--- config.mk ---
export PLATFORM = sky130hd
export DESIGN_NAME = v_bb_bitserial_driver
export DESIGN_NICKNAME = d
export VERILOG_FILES = /design/src/rtl/v_bb_bitserial_driver.sv
export SDC_FILE = /design/constraint.sdc
export NUM_CORES = 1
export LEC_CHECK = 0
export CORE_AREA = 2 2 73 47
export CTS_CLUSTER_SIZE = 8
export DETAILED_ROUTE_END_ITERATION = 7
export DIE_AREA = 0 0 75 49
export GPL_TIMING_DRIVEN = 0
export MAX_ROUTING_LAYER = met4
export PLACE_DENSITY = 0.73
export SETUP_SLACK_MARGIN = 0.3
export SYNTH_ARGS = -nofsm -noshare
export SYNTH_HDL_FRONTEND = slang
export SYNTH_SLANG_ARGS = --single-unit
--- constraint.sdc ---
create_clock -name clk -period 2.1 [get_ports clk]
set_clock_uncertainty 0.15 [all_clocks]
set_input_delay 0.315 -clock clk [delete_from_list [all_inputs] [get_ports clk]]
set_output_delay 0.315 -clock clk [all_outputs]
set_load 0.005 [all_outputs]
--- src/rtl/v_bb_bitserial_driver.sv ---
// v_bb_bitserial_driver: bit-serial driver/collector for a 2-in/1-out black-box cell; define BB_DRV_PARITY_EN to add res_par
module v_bb_bitserial_driver #(
  parameter int WIDTH = 8,
  parameter int BB_LAT = 0
) (
  input  logic             clk,
  input  logic             rst,
  input  logic [WIDTH-1:0] a,
  input  logic [WIDTH-1:0] b,
  input  logic             in_valid,
  output logic             in_ready,
  output logic             di_1,
  output logic             di_2,
  input  logic             dout,
  output logic [WIDTH-1:0] res,
  output logic             res_valid,
  input  logic             res_ready
`ifdef BB_DRV_PARITY_EN
  ,
  output logic             res_par
`endif
);
  localparam int CW = $clog2(WIDTH + 1);
  typedef enum logic [1:0] {IDLE, SHIFT, DRAIN, HOLD} state_t;
  state_t r_state, w_nxt;
  logic [WIDTH-1:0] r_a, r_b, r_res;
  logic [CW-1:0] r_cnt, r_ccnt;
  logic w_load, w_stb, w_cap, w_last_cap;
`ifdef BB_DRV_PARITY_EN
  logic r_par;
  assign res_par = r_par;
`endif
  assign w_load = r_state == IDLE && in_valid;
  assign w_stb = r_state == SHIFT;
  assign w_last_cap = w_cap && r_ccnt == CW'(WIDTH - 1);
  assign in_ready = r_state == IDLE;
  assign res_valid = r_state == HOLD;
  assign di_1 = w_stb && r_a[0];
  assign di_2 = w_stb && r_b[0];
  assign res = r_res;
  if (BB_LAT > 0) begin : g_dly
    logic [BB_LAT-1:0] r_dly;
    always_ff @(posedge clk)
      r_dly <= rst ? '0 : (r_dly << 1) | BB_LAT'(w_stb);
    assign w_cap = r_dly[BB_LAT-1];
  end else begin : g_nodly
    assign w_cap = w_stb;
  end
  always_comb begin
    w_nxt = r_state;
    case (r_state)
      IDLE:  w_nxt = in_valid ? SHIFT : IDLE;
      SHIFT: w_nxt = r_cnt == CW'(WIDTH - 1) ? ((BB_LAT > 0) ? DRAIN : HOLD) : SHIFT;
      DRAIN: w_nxt = w_last_cap ? HOLD : DRAIN;
      HOLD:  w_nxt = res_ready ? IDLE : HOLD;
      default: w_nxt = IDLE;
    endcase
  end
  always_ff @(posedge clk) begin
    if (rst) begin
      r_state <= IDLE;
      r_a <= '0;
      r_b <= '0;
      r_cnt <= '0;
      r_ccnt <= '0;
      r_res <= '0;
`ifdef BB_DRV_PARITY_EN
      r_par <= 1'b0;
`endif
    end else begin
      r_state <= w_nxt;
      if (w_load) begin
        r_a <= a;
        r_b <= b;
        r_cnt <= '0;
        r_ccnt <= '0;
`ifdef BB_DRV_PARITY_EN
        r_par <= 1'b0;
`endif
      end else if (w_stb) begin
        r_a <= r_a >> 1;
        r_b <= r_b >> 1;
        r_cnt <= r_cnt + CW'(1);
      end
      if (w_cap) begin
        r_res <= {dout, r_res[WIDTH-1:1]};
        r_ccnt <= r_ccnt + CW'(1);
`ifdef BB_DRV_PARITY_EN
        r_par <= r_par ^ dout;
`endif
      end
    end
  end
endmodule

Word level (Yosys, flattened, before mapping)
Index checks and enable logic that the tools add are counted.

$add $sub $neg: 2. Equality and inequality tests: 5. Mux-type cells: 11. Reduce and logical (&&, ||, !) cells: 7.

Operators by type and width (count): 8-bit 2-to-1 mux (4); 4-bit by 1-bit adder with 4-bit output (second input constant) (2); 4-bit by 3-bit equality test with 1-bit output (second input constant) (2); 4-bit 2-to-1 mux (2); 2-bit one-hot mux with 4 select lines (1); 2-bit equality test (second input constant) (2); 1-bit logical AND (4); 2-bit 2-to-1 mux (2); 2-bit by 1-bit equality test with 1-bit output (second input constant) (1); 2-bit zero test (1); 1-bit 2-to-1 mux (2); 2-bit nonzero test (1); 2-bit OR reduction (1).

Register bits after elaboration: 34. Bits of input ports: 21. Logic and storage cells: 31.

Longest topological paths before layout
Depth after elaboration: 4. Mapped depth: 5.

Least setup slack after synthesis
OpenSTA, ideal clock, no wires.

Kind: reg-to-output. Start point: register r_state[0]. End point: output di_1. Arrival: 0.964 ns. Data required time: 1.635 ns. Setup slack: 0.671 ns. Stages on the path, launching flop included: 5. Cell sequence: dfxtp_1 > nor2b_1 > buf_2 > buf_2 > and2_1.

Cells in the longest elaborated chain, start to end: 2.

Ends and longest elaborated chain: start, declared (RTL line 25) `state_t r_state, w_nxt;`; start signal, assigned (RTL line 71) `r_state <= w_nxt;`; 2-bit by 1-bit equality test with 1-bit output (RTL line 34) `assign w_stb = r_state == SHIFT;`; 1-bit logical AND (RTL line 38) `assign di_1 = w_stb && r_a[0];`; end, declared (RTL line 12) `output logic di_1,`.

No other way between the ends.

Worst setup path in the final report
Same ends and word-level chain as after synthesis.

==> metrics.txt <==
I/O Pins 33; fin crit period 1.817 ns; post-synthesis cell type count 29; average routed wire per standard cell 12.60 um; number of storage elements in the synthesis netlist 30; leakage power summed over all cells 0.6834 nW; critical path class flop to primary output; source of the worst hold timing path rst; die width 75 um; layout cell share with drive strength beyond 1 0.1429; Post-Synthesis Cell Area 1306 um2; number of antenna cells inserted 0; number of nets in the layout 224; unrepaired setup endpoints after global routing true; Mapped Cells 160; kind of end point of the critical path primary output; number of buffer and inverter instances along the worst setup path 4; path length in cells of the critical path 6; startpoint of the worst register-to-register path r_state[0]; switching power of the nets 0.3153 mW; H-tree Lvls 2; data arrival time of the worst path 1.35 ns; DIE AREA 3675 um2; list of most frequent post-synthesis cells 31 x sky130_fd_sc_hd__nand2_1, 30 x sky130_fd_sc_hd__dfxtp_1, 24 x sky130_fd_sc_hd__a21oi_1; design area 1842 um2; clk root buf sky130_fd_sc_hd__clkbuf_8; Synth Net Count 182; required time of the critical path 1.63 ns; average footprint of a synthesized cell 8.164 um2; CP top delay family buffers and inverters; total routed wirelength 3124 um; logic depth of the worst register-to-register path 6; Max Clk Rate 0.5504 GHz; combinational fraction of design power 0.150; destination of the worst register-to-register timing path r_a[2]; R2R setup slack 0.41 ns; synthesis-to-finish area growth 41.00%; proportion of synthesized chip area in sequential cells 0.4598; ys async rst share 0; final-report setup violation count 0; dominant cell by count in the synthesized netlist sky130_fd_sc_hd__nand2_1; half-perimeter wire length of the detailed placement result 2156 um; Worst Hold Class input port to flop; setup TNS 0 ns; antenna-violating nets left 0; measured slew at the worst slew-check pin 0.4836 ns; global-route total usage across every layer 0.1842; most instantiated flip-flop cell in the synthesis netlist sky130_fd_sc_hd__dfxtp_1; buffers added on ports 31; instance area after placement 1673 um2; antenna violations before repair 0; Pwr per Cell Area 695.9 nW/um2; highest cell delay on the worst timing path 0.37 ns; Max transition margin 0.6776; Fin. Hold Viols 0; Post-Layout Cell Count 248; Max Slew Vio Count 0; CTS tree yes; Worst path most repeated cell sky130_fd_sc_hd__buf_6; share of the clock period used by the worst path after layout 0.8652; largest net degree at the start of global routing 11; DP Cell Count 236; Cells on Worst Hold Path 2; hold-critical path endpoint r_state[0]; number of iterations in the first detailed-routing pass 4; Reg clk slew, reported paths 0.07 ns; cell type with the highest aggregate area in the netlist sky130_fd_sc_hd__dfxtp_1; Num Clock Sinks 30; share of total power consumed by net switching 0.2460; cells taking the most area after synthesis sky130_fd_sc_hd__dfxtp_1 46%, sky130_fd_sc_hd__a21oi_1 9.2%, sky130_fd_sc_hd__nand2_1 8.9%, sky130_fd_sc_hd__a211oi_1 6.9%, sky130_fd_sc_hd__nor2_1 4.6%; Max Fanout on Critical Path 6; master of the slowest instance on the critical path sky130_fd_sc_hd__dfxtp_4; effective utilization at floorplan 0.4265; number of violations reported at the end of detailed-routing iteration 0 76; DRC violation count after routing 0; Sequential Power Share 0.482; clock latency on the worst-skew pair 0.28 ns; internal power 0.9664 mW; number of vias after detailed routing 1214; Core Box Area 3063 um2; max-cap check violation count 0; vias per std cell 4.895; Congestion Overflow GR 0; TritonCTS buffer count 5; number of flops mapped to enable cells by yosys 0; number of global-route vias before repair 1136; area share of the largest cell type after synthesis 0.4598; number of filler instances in the final layout 291; Ys Warns 0; status complete, no violations; clock buffer depth 2; list of cells traversed by the critical path nor2b_4 -> buf_6 -> buf_6 -> buf_6 -> and2_1 -> buf_2; startpoint types flop; height of the die 49 um; GPL Wtd Cong 0.8154; wire length of the first global-routing pass 5057 um; Core Rows 16; part of the power in the clock network 0.368; worst supply voltage drop on vdd 0.0003675 V
==> cell type report <==
| cell class | instances | area [um2] | share of cell area |
|---|---|---|---|
| buffer | 13 | 106.4 | 0.05774 |
| inverter | 1 | 3.754 | 0.002038 |
| sequential | 30 | 608.1 | 0.3302 |
| timing repair buffer | 35 | 334.1 | 0.1814 |
| multi-input combinational | 116 | 641.9 | 0.3485 |
| clock inverter | 1 | 5.005 | 0.002717 |
| tap | 45 | 56.30 | 0.03057 |
| clock buffer | 7 | 86.33 | 0.04687 |
==> state kept, by name, indices dropped and copies added (netlist names) <==
register and count:
r_state 2, r_cnt 4, r_a 8, res 8, r_b 8
==> cell families after synthesis <==
group,after synthesis,synth area share
buffers and inverters,14,0.05939
adder cells (fa/ha/maj),1,0.009577
XOR/XNOR,2,0.01341
AO/OA/AOI/OAI,40,0.1906
AND/OR/NAND/NOR,72,0.2596
flip-flops,30,0.4598
multiplexers,1,0.007663
==> worst max path at each step <==
stage | start | endpoint | slack, ns
3_3_place_gp | in_valid | r_b[6] | 0.06
5_1_grt | r_state[0] | di_1 | 0.22
2_1_floorplan | r_state[0] | di_1 | 0.67
6_report | r_state[0] | di_1 | 0.28
3_5_place_dp | in_valid | r_a[3] | 0.02
4_1_cts | r_state[0] | di_1 | 0.17
==> stage by stage <==
| stage | power (mW) | utilization | hold WS, ns | worst slack [ns] |
|---|---|---|---|---|
| 2_1_floorplan | 0.7303 | - | 0.2636 | 0.6712 |
| 3_3_place_gp | 0.7997 | 0.5462 | 0.2941 | 0.06151 |
| 3_5_place_dp | 0.8052 | 0.5462 | 0.2980 | 0.02345 |
| 4_1_cts | 1.280 | 0.5944 | 0.2637 | 0.1738 |
| 5_1_grt | 1.339 | 0.6013 | 0.2924 | 0.2221 |
| 6_report | 1.282 | 0.6013 | 0.2699 | 0.2830 |
==> power groups by stage <==
stage	logic (mW)	registers [mW]	clock network, mW
after floorplan	0.105	0.626	0
after global placement	0.169	0.630	0
after detailed placement	0.174	0.631	0
after CTS	0.186	0.618	0.476
after global routing	0.211	0.622	0.506
final	0.192	0.618	0.471
==> worst reg2reg max path: stages, from the launching register on <==
cell and delay, ns:
sky130_fd_sc_hd__dfxtp_4 0.37, sky130_fd_sc_hd__buf_4 0.14, sky130_fd_sc_hd__or3b_1 0.37, sky130_fd_sc_hd__clkbuf_1 0.18
sky130_fd_sc_hd__buf_6 0.17, sky130_fd_sc_hd__nor2_1 0.11, sky130_fd_sc_hd__a211oi_1 0.06
==> repair_timing <==
item / CTS / global route
hold buffers: 0 / 0
endpoints found under the setup margin: 6 / 11
buffers inserted: 3 / 1
pin swaps: 0 / 0
resized for setup: 22 / 5
==> routing by layer <==
| metal | wire [um] | GRT usage | vias up |
|---|---|---|---|
| met3 | 155 | 0.05579 | 4 |
| li1 | - | - | 630 |
| met4 | 36 | 0.07143 | 0 |
| met2 | 1274 | 0.2500 | 27 |
| met1 | 1659 | 0.2548 | 553 |
| met5 | 0 | - | - |
==> cells in the final DEF (no fill, tap or decap) <==
master / n
sky130_fd_sc_hd__dfxtp_1: 28
sky130_fd_sc_hd__nand3_1: 3
sky130_fd_sc_hd__xnor2_1: 1
sky130_fd_sc_hd__buf_4: 4
sky130_fd_sc_hd__or3b_2: 2
sky130_fd_sc_hd__or3b_1: 2
sky130_fd_sc_hd__dlymetal6s2s_1: 1
sky130_fd_sc_hd__dlygate4sd2_1: 2
sky130_fd_sc_hd__a41oi_1: 1
sky130_fd_sc_hd__a211oi_1: 12
sky130_fd_sc_hd__buf_6: 5
sky130_fd_sc_hd__xor2_1: 1
sky130_fd_sc_hd__nand3b_1: 1
sky130_fd_sc_hd__clkbuf_8: 8
sky130_fd_sc_hd__nor2b_1: 1
sky130_fd_sc_hd__buf_2: 2
sky130_fd_sc_hd__a21oi_1: 24
sky130_fd_sc_hd__clkinv_2: 1
sky130_fd_sc_hd__clkdlybuf4s50_1: 26
sky130_fd_sc_hd__clkbuf_1: 6
sky130_fd_sc_hd__nor3b_4: 1
sky130_fd_sc_hd__nor2_1: 16
sky130_fd_sc_hd__ha_1: 1
sky130_fd_sc_hd__clkbuf_4: 1
sky130_fd_sc_hd__or3_1: 1
sky130_fd_sc_hd__nor2b_4: 1
sky130_fd_sc_hd__nor3_1: 6
sky130_fd_sc_hd__dfxtp_4: 2
sky130_fd_sc_hd__nand2_1: 31
sky130_fd_sc_hd__and2_1: 3
sky130_fd_sc_hd__a311oi_2: 1
sky130_fd_sc_hd__o21ba_2: 1
sky130_fd_sc_hd__nand2b_1: 4
sky130_fd_sc_hd__o21ai_0: 1
sky130_fd_sc_hd__mux2i_1: 1
sky130_fd_sc_hd__inv_1: 1
(Power assumes the default switching activity.)
